[config.mk]
export PLATFORM = sky130hd
export DESIGN_NAME = branch_resolve_unit
export DESIGN_NICKNAME = d
export VERILOG_FILES = /design/src/rtl/branch_resolve_unit.sv
export SDC_FILE = /design/constraint.sdc
export NUM_CORES = 1
export LEC_CHECK = 0
export ABC_AREA = 1
export CAP_MARGIN = 25
export CORE_AREA = 2 2 210 212
export CTS_BUF_LIST = sky130_fd_sc_hd__clkbuf_16
export CTS_CLUSTER_SIZE = 28
export DETAILED_ROUTE_END_ITERATION = 10
export DIE_AREA = 0 0 212 214
export SKIP_CTS_REPAIR_TIMING = 1
export SYNTH_ARGS = -nofsm -noshare
export SYNTH_HDL_FRONTEND = slang
export SYNTH_SLANG_ARGS = --single-unit
[constraint.sdc]
create_clock -name clk -period 2.8 [get_ports clk]
set_clock_uncertainty 0.15 [all_clocks]
set_input_delay 0.42 -clock clk [delete_from_list [all_inputs] [get_ports clk]]
set_output_delay 0.42 -clock clk [all_outputs]
set_load 0.02 [all_outputs]
[src/rtl/branch_resolve_unit.sv]
// branch_resolve_unit
//   Resolves MIPS conditional branches (BEQ/BNE/BLEZ/BGTZ and the REGIMM
//   BLTZ/BGEZ/BLTZAL/BGEZAL) one cycle after decode. It computes the target,
//   redirect and link addresses and flags mispredicts against the fetch
//   prediction. It also owns a 2-bit-counter branch history table that fetch
//   reads combinationally and that resolution trains.
//
// Ports
//   clk, rst                  clock, synchronous active-high reset
//   stall_i                   hold the output register and freeze BHT training
//   valid_i, opcode_i, rt_i   decode slot contents
//   a_i, b_i                  forwarded rs / rt operands
//   pc_i, imm_i, pred_taken_i branch PC, offset, and direction fetch assumed
//   fetch_pc_i, pred_taken_o  BHT lookup for fetch (combinational)
//   valid_o .. mispredict_o   registered resolution results
module branch_resolve_unit #(
    parameter int unsigned DATA_W    = 32,
    parameter int unsigned PC_W      = 32,
    parameter int unsigned BHT_DEPTH = 64,
    parameter int unsigned BHT_IDX_W = 6
) (
    input  logic              clk,
    input  logic              rst,
    input  logic              stall_i,
    input  logic              valid_i,
    input  logic [5:0]        opcode_i,
    input  logic [4:0]        rt_i,
    input  logic [DATA_W-1:0] a_i,
    input  logic [DATA_W-1:0] b_i,
    input  logic [PC_W-1:0]   pc_i,
    input  logic [15:0]       imm_i,
    input  logic              pred_taken_i,
    input  logic [PC_W-1:0]   fetch_pc_i,
    output logic              pred_taken_o,
    output logic              valid_o,
    output logic              is_branch_o,
    output logic              taken_o,
    output logic [PC_W-1:0]   target_o,
    output logic [PC_W-1:0]   redirect_pc_o,
    output logic              link_we_o,
    output logic [PC_W-1:0]   link_addr_o,
    output logic              mispredict_o
);

    logic                 is_branch, taken, link_we, a_zero, a_neg;
    logic [PC_W-1:0]      imm_sext, target, link_addr, redirect_pc;
    logic [BHT_IDX_W-1:0] upd_idx, fetch_idx;
    logic [1:0]           cnt_cur, cnt_next;
    logic [1:0]           bht_q [BHT_DEPTH];

    // Only the index bits of the fetch PC matter for the lookup.
    logic unused_fetch_bits;
    assign unused_fetch_bits = ^{fetch_pc_i[PC_W-1:BHT_IDX_W+2], fetch_pc_i[1:0]};

    assign a_zero = (a_i == '0);
    assign a_neg  = a_i[DATA_W-1];

    // Direction decode
    always_comb begin
        is_branch = 1'b0;
        taken     = 1'b0;
        link_we   = 1'b0;
        case (opcode_i)
            6'b000100: begin is_branch = 1'b1; taken = (a_i == b_i);        end
            6'b000101: begin is_branch = 1'b1; taken = (a_i != b_i);        end
            6'b000110: begin is_branch = 1'b1; taken = a_neg | a_zero;      end
            6'b000111: begin is_branch = 1'b1; taken = ~a_neg & ~a_zero;    end
            6'b000001: begin
                case (rt_i)
                    5'b00000: begin is_branch = 1'b1; taken = a_neg;  end
                    5'b00001: begin is_branch = 1'b1; taken = ~a_neg; end
                    5'b10000: begin is_branch = 1'b1; taken = a_neg;  link_we = 1'b1; end
                    5'b10001: begin is_branch = 1'b1; taken = ~a_neg; link_we = 1'b1; end
                    default:  ;
                endcase
            end
            default: ;
        endcase
    end

    // Address arithmetic wraps modulo 2^PC_W by construction.
    assign imm_sext    = {{(PC_W-16){imm_i[15]}}, imm_i};
    assign target      = pc_i + PC_W'(32'd4) + (imm_sext << 2);
    assign link_addr   = pc_i + PC_W'(32'd8);
    assign redirect_pc = taken ? target : link_addr;

    // BHT lookup and saturating update
    assign fetch_idx    = fetch_pc_i[BHT_IDX_W+1:2];
    assign upd_idx      = pc_i[BHT_IDX_W+1:2];
    assign pred_taken_o = bht_q[fetch_idx][1];
    assign cnt_cur      = bht_q[upd_idx];

    always_comb begin
        cnt_next = cnt_cur;
        if (taken) begin
            if (cnt_cur != 2'b11) cnt_next = cnt_cur + 2'b01;
        end else begin
            if (cnt_cur != 2'b00) cnt_next = cnt_cur - 2'b01;
        end
    end

    always_ff @(posedge clk) begin
        if (rst) begin
            for (int i = 0; i < int'(BHT_DEPTH); i++) bht_q[i] <= 2'b01;
        end else if (!stall_i && valid_i && is_branch) begin
            bht_q[upd_idx] <= cnt_next;
        end
    end

    // Output register
    always_ff @(posedge clk) begin
        if (rst) begin
            valid_o       <= 1'b0;
            is_branch_o   <= 1'b0;
            taken_o       <= 1'b0;
            link_we_o     <= 1'b0;
            mispredict_o  <= 1'b0;
            target_o      <= '0;
            redirect_pc_o <= '0;
            link_addr_o   <= '0;
        end else if (!stall_i) begin
            valid_o       <= valid_i;
            is_branch_o   <= valid_i & is_branch;
            taken_o       <= valid_i & taken;
            link_we_o     <= valid_i & link_we;
            mispredict_o  <= valid_i & is_branch & (taken != pred_taken_i);
            target_o      <= target;
            redirect_pc_o <= redirect_pc;
            link_addr_o   <= link_addr;
        end
    end

endmodule

==> impl_summary.txt, run 1 <==
----------------------------------------------------
[GRT]
  Total Routing Usage GR ... 0.2562
  First-pass GRT wire length ... 89270 microns
  Overflow after GRT ... 0
  Vias in the first global route ... 15876
  Maximum number of pins on one net before global-route repair ... 77
  Initial antenna violation count ... 3

[Routing]
  Number of DRC violations after detailed routing ... 0
  Residual antenna-violating net count after detailed routing ... 0
  Routed length per instance ... 18.46 microns
  Via-to-Cell Ratio ... 5.035
  Initial detailed-routing violation count ... 1285
  First-pass DRT Iterations ... 6
  Sum of routed wire length over all layers ... 59070 microns
  Count of vias placed by the detailed router ... 16113

[Power and ir drop]
  IR Drop Worst-Case VDD ... 0.4397 mV
  Internal power component ... 7.080 mW
  Share of power burned in combinational logic ... 0.278
  Net switching power of the design ... 3.241 mW
  Pleak ... 9.581 nW
  Post-layout total power ... 10.32 mW
  Portion of total power attributed to the clock network ... 0.359
  Power Dens Cells ... 483.9 nW/um^2
  Switching part of the total ... 0.3140
  Seq pwr share ... 0.363

[Timing]
  Peak Freq ... 371.0 MHz
  Share of the cycle needed by the critical path after routing ... 0.9626
  RSZ-0062 raised after global routing ... yes
  Min Hold Slack ... 0.2238 ns
  Number of pins exceeding their max-slew limit in the final report ... 0
  Setup violators final ... 0
  Final number of hold-violating endpoints ... 0
  Relative slew slack ... 0.6127
  Worst Max-Slew Pin Slew ... 0.5810 ns
  Post-route minimum period ... 2.695 ns

[Floorplanning]
  Overall die width ... 212 microns
  Std-Cell Rows ... 76
  Die Ht ... 214 microns
  Core region area ... 42890 sq um
  Boundary Pins ... 262
  Overall die area ... 45370 sq um
  Effective utilization at floorplan ... 0.3478

[Min path]
  Class of the worst hold path ... in -> reg
  Hold Path Stages ... 3

[Setup path]
  Reg2reg setup slack ... 0.54 ns
  Cells on worst reg2reg path ... 15
  Data arrival at the endpoint of the critical path ... 2.13 ns
  Endpoint required time on the critical path ... 2.23 ns
  Crit end category ... output port
  CP endpoint ... pred_taken_o
  Worst reg2reg startpoint ... bht_q[41][1]
  CP Launch Type ... flop
  Category of the critical setup timing path ... reg -> out
  Timing startpoint of the critical path ... bht_q[52][1]
  Maximum fanout count along the critical path ... 2
  Endpoint of the worst-slack reg-to-reg timing path ... bht_q[40][0]

[Status]
  Result of the run ... completed

[Logic synthesis]
  Post-synthesis simple-gate area fraction ... 0.2980
  Adder-cell area share of the yosys netlist ... 0.05251
  Mux contribution to synthesized area ... 0
  Leading cell types by total area after synthesis ... edfxtp_1 26%, dfxtp_1 13%, nand2_1 12%, nor2_1 7.3%, inv_1 6.6%
  Most area-hungry cell type in the Yosys netlist ... edfxtp_1
  Mean instance size in the synthesized netlist ... 7.161 sq um
  Yosys warns ... 0
  Largest family of logic cells by synthesized area ... simple AND/OR/NAND/NOR gates
  Synthesis-stage register bit count ... 225
  Unique cell type count in the Yosys netlist ... 39
  Syn_nets ... 2305
  Parity-gate share of the synthesized area counting xor and xnor cells ... 0.03582
  Post-synth top area share ... 0.2577
  Area of the mapped netlist ... 14920 sq um
  Post-synthesis sequential area ratio ... 0.3879
  Number of cells produced by synthesis ... 2083
  Compound-gate portion of the synthesized area ... 0.1232

[Placed design]
  Placer congestion estimate ... 0.9659
  Detailed placer's ending HPWL ... 46220 microns
  Port Buffers ... 235
  DP Area ... 20290 sq um

[Job]
  Number of violations of the max-capacitance limit ... 0

[Cells and area]
  Area taken by flip-flops and latches ... 5786 sq um
  Post-layout nets ... 2814
  Area growth from synthesis to final layout ... 42.99%
  Utilization after layout ... 0.4973
  Most common library cell in the layout ignoring fill and taps ... nand2_1
  Filler cell count ... 4237
  Most frequent cells in the layout ... 460 x nand2_1, 319 x buf_4, 284 x nor2_1
  Summed area of non-filler cells in the final layout ... 21330 sq um
  Area of the multi-input gates ... 7705 sq um
  Share of layout cells above drive strength 1 ... 0.1825

[Clock tree]
  TritonCTS buffer count ... 28
  Sinks on the clock net ... 225
  Root buf cell ... clkbuf_16
  Max clock buf depth ... 3
  H-tree lvl count ... 1
  Clock tree from TritonCTS ... yes
  Worst skew pair latency ... 0.59 ns
  CTS clock-pin slew for the worst setup and hold paths ... 0.06 ns

----------------------------------------------------
through the flow:
| step | worst slack, ns | TNS, ns | std cells |
|---|---|---|---|
| CTS | -0.5568 | -0.5568 | 3197 |
| finish | 0.1047 | 0 | 3200 |
| global route | -0.01612 | -0.03101 | 3200 |
| detailed placement | -0.5509 | -69.53 | 3146 |
| global placement | -0.5429 | -62.98 | 3146 |
| floorplan | 0.05017 | 0 | 2083 |
Yosys cell counts (all sizes together):
master,n
nand3,166
o21ai,177
o21bai,4
edfxtp,128
clkinv,1
nor3,33
clkbuf,46
a22o,39
o22ai,8
o31ai,1
or2,3
ha,61
buf,51
nor4,3
fa,1
xnor2,32
dfxtp,97
xor2,29
a21oi,73
nor2,342
nand4,18
o211ai,21
inv,268
nand2,472
and2,4
nand3b,5
power by group through the flow:
stage               Clock, mW  Combinational [mW]  Sequential (mW)
floorplan                   0                1.17             3.92
global placement            0                2.80             3.81
detailed placement          0                2.82             3.81
CTS                      3.72                2.83             3.75
global route             3.84                3.09             3.77
finish                   3.70                2.87             3.75
flip-flops by register name, summed over array words and instances (netlist names):
register and flops:
bht_q 128, target_o 32, link_addr_o 30, redirect_pc_o 30
is_branch_o 1, link_we_o 1, mispredict_o 1, taken_o 1
valid_o 1
area by class of cell:
cell class                 instances  share of cell area
multi-input combinational       1492              0.3613
sequential                       225              0.2713
timing repair buffer             576              0.2424
inverter                         269             0.04734
tap                              585             0.03432
clock buffer                      29             0.03403
clock inverter                    22            0.009152
antenna                            2           0.0002347
worst max-delay path: stages (launching register included):
cell and delay [ns]:
edfxtp_1 0.47, o21ai_1 0.16, o21ai_0 0.09, or2_2 0.27
o211ai_1 0.10, o211ai_1 0.11, o211ai_1 0.10, nand2_1 0.08
buf_2 0.16
logic make-up (layout without fill, tap and decap cells):
family / after synthesis / in the layout
DFF: 225 / 225
buffers and inverters: 366 / 896
other: 0 / 2
adders and majority gates: 62 / 62
xor gates and xnor gates: 61 / 61
and+or+nand+nor: 1046 / 1046
AOI/OAI and AO/OA: 323 / 323
layer usage:
metal	vias up	part of all wire	global-route usage
met5	-	0	0
met3	135	0.076	0.04486
met4	0	0.045	0.1005
li1	7817	-	-
met2	599	0.47	0.4307
met1	7562	0.41	0.3250
how the worst min path moves through the flow:
stage / start / end / slack (ns)
after floorplan: valid_o / valid_o / 0.38
after CTS: pc_i[3] / link_addr_o[3] / 0.21
final: pc_i[3] / link_addr_o[3] / 0.22
after global routing: pc_i[3] / link_addr_o[3] / 0.24
after detailed placement: valid_o / valid_o / 0.30
after global placement: valid_o / valid_o / 0.28
Note: power is estimated with default switching activity, not from simulation.
==> run 2, diff against run 1 <==
CORE_AREA = 2 2 197 199   (was 2 2 210 212)
DIE_AREA = 0 0 199 201   (was 0 0 212 214)
SETUP_SLACK_MARGIN = 0.4   (was not set)
==> run 2 against run 1 <==
  * Via count up 1.1%
  * Worst setup slack better by 0.082 ns
  * Core utilization grew 9.9 points
  * First-iteration DRC count is 3.0% higher
  * Routed wire length up 2.8%
  * Sequential share of layout area down 1.7 points
  * Cell count is 1.6% lower
  * Critical path type unchanged
==> impl_summary.txt, run 2 (synthesis gave the netlist of run 1 again) <==
----------------------------------------------------
[Power and ir drop]
  IR Drop Worst-Case VDD ... 0.4827 mV
  Power Dens Cells ... 454.7 nW/um^2
  Pleak ... 10.22 nW
  Post-layout total power ... 10.34 mW

[Floorplanning]
  Core region area ... 38110 sq um
  Overall die area ... 40000 sq um
  Die Ht ... 201 microns
  Boundary Pins ... 262
  Overall die width ... 199 microns
  Std-Cell Rows ... 72
  Effective utilization at floorplan ... 0.3914

[Status]
  Result of the run ... completed

[Setup path]
  Category of the critical setup timing path ... reg -> out
  Data arrival at the endpoint of the critical path ... 2.04 ns
  Worst reg2reg startpoint ... bht_q[60][0]
  Crit end category ... output port
  CP Launch Type ... flop
  CP Cell Sequence ... o21ai_0 > o21ai_1 > or2_4 > o211ai_1 > o211ai_1 > o211ai_1 > nand2_1 > buf_6
  Critical Path Most Common Cell ... o211ai_1
  Endpoint required time on the critical path ... 2.23 ns
  Maximum fanout count along the critical path ... 2
  Cell with the biggest individual delay on the critical path ... edfxtp_1
  Maximum cell stage delay along the critical path ... 0.44 ns
  Cells on worst reg2reg path ... 16
  Timing startpoint of the critical path ... bht_q[54][1]

[Cells and area]
  Most common library cell in the layout ignoring fill and taps ... nand2_1
  Post-layout nets ... 2836
  Register bank with the most flops ... bht_q
  Most frequent cells in the layout ... 420 x nand2_1, 317 x buf_4, 258 x nor2_1
  Area growth from synthesis to final layout ... 52.43%
  Utilization after layout ... 0.5966
  Share of layout cells above drive strength 1 ... 0.2504
  Leading registers by flop count ... bht_q: 128 flops, target_o: 32 flops
  Summed area of non-filler cells in the final layout ... 22740 sq um
  Cell Count, Final, Fillers Out ... 3150
  Number of flip-flops in the largest register ... 128
  Number of inserted diodes ... 0

[GRT]
  Met2 Resource Use GR ... 0.5002
  Met3 demand-to-capacity share in global routing ... 0.03327
  Total Routing Usage GR ... 0.2842
  Highest-utilization routing layer at the global route stage ... met2
  First-pass GRT wire length ... 87650 microns
  Overflow after GRT ... 0
  Vias in the first global route ... 15674
  Initial antenna violation count ... 3
  M1 GR Usage ... 0.3567
  Maximum number of pins on one net before global-route repair ... 69

[Timing]
  Smallest setup slack after layout ... 0.1863 ns
  Worst Max-Slew Pin Slew ... 0.5706 ns
  Final number of hold-violating endpoints ... 0
  Number of pins exceeding their max-slew limit in the final report ... 0
  Share of the cycle needed by the critical path after routing ... 0.9335
  Min Hold Slack ... 0.1147 ns
  Relative slew slack ... 0.6196
  RSZ-0062 raised after global routing ... yes
  Peak Freq ... 382.6 MHz
  Post-route minimum period ... 2.614 ns
  Total negative slack for setup checks ... 0 ns
  Setup violators final ... 0

[Placed design]
  Detailed placer's ending HPWL ... 44870 microns
  Placed instance count ... 3077
  Port Buffers ... 235
  Worst setup timing slack at the placement stage ... -0.7322 ns
  DP Area ... 20220 sq um
  Placer congestion estimate ... 1.056

[Job]
  Number of violations of the max-capacitance limit ... 0

[Min path]
  Start point of the worst min-delay path ... pc_i[3]
  Class of the worst hold path ... in -> reg
  Hold Path Stages ... 2

[Routing]
  Initial detailed-routing violation count ... 1323
  Via-to-Cell Ratio ... 5.174
  Routed length per instance ... 19.27 microns
  Count of vias placed by the detailed router ... 16297
  Sum of routed wire length over all layers ... 60720 microns
  Number of DRC violations after detailed routing ... 0
  First-pass DRT Iterations ... 5
  Residual antenna-violating net count after detailed routing ... 0

[Clock tree]
  Worst skew pair latency ... 0.57 ns
  Max clock buf depth ... 3
  Clock tree from TritonCTS ... yes
  Sinks on the clock net ... 225
  TritonCTS buffer count ... 26
  Root buf cell ... clkbuf_16
  CTS clock-pin slew for the worst setup and hold paths ... 0.06 ns
  H-tree lvl count ... 1

----------------------------------------------------
## run 2: cell types whose count changed in the layout (fill, tap and decap cells not counted), sizes merged
cell and delta:
buf +11, bufinv -2, clkbuf +8, clkdlybuf4s50 -40
clkinv -4, clkinvlp +2, diode -2, dlymetal6s2s +40
inv +2, nand2 +2
## run 2: worst max-delay path: cells and delay by family (launching register included)
kind / cells / cell delay, ns
AO/OA/AOI/OAI: 5 / 0.61
AND/OR/NAND/NOR: 2 / 0.31
flip-flops: 1 / 0.44
buffers and inverters: 1 / 0.13
## run 2: routing by layer
layer | share of wire | vias to the layer above
met5 | 0.00026 | -
met4 | 0.039 | 2
met3 | 0.064 | 135
met2 | 0.49 | 630
met1 | 0.40 | 7659
li1 | - | 7871
## run 2: power by group
part	internal, mW	total (mW)	switching (mW)
registers	3.64	3.74	0.0984
clock network	1.77	3.18	1.41
logic	1.62	3.41	1.80
total	7.03	10.3	3.31
## run 2: path summary, 6_finish.rpt
path	end	slack, ns
max	pred_taken_o	0.19
min	link_addr_o[3]	0.11
max reg2reg	bht_q[22][1]	0.46
min reg2reg	target_o[27]	0.30
## run 2: area by class of cell
| cell class | count | area, sq um |
|---|---|---|
| Clock buffer | 26 | 650.6 |
| Inverter | 269 | 1022 |
| Multi-Input combinational cell | 1494 | 8818 |
| Clock inverter | 20 | 126.4 |
| Fill cell | 3444 | 15370 |
| Tap cell | 518 | 648.1 |
| Timing Repair Buffer | 598 | 5684 |
| Sequential cell | 225 | 5786 |
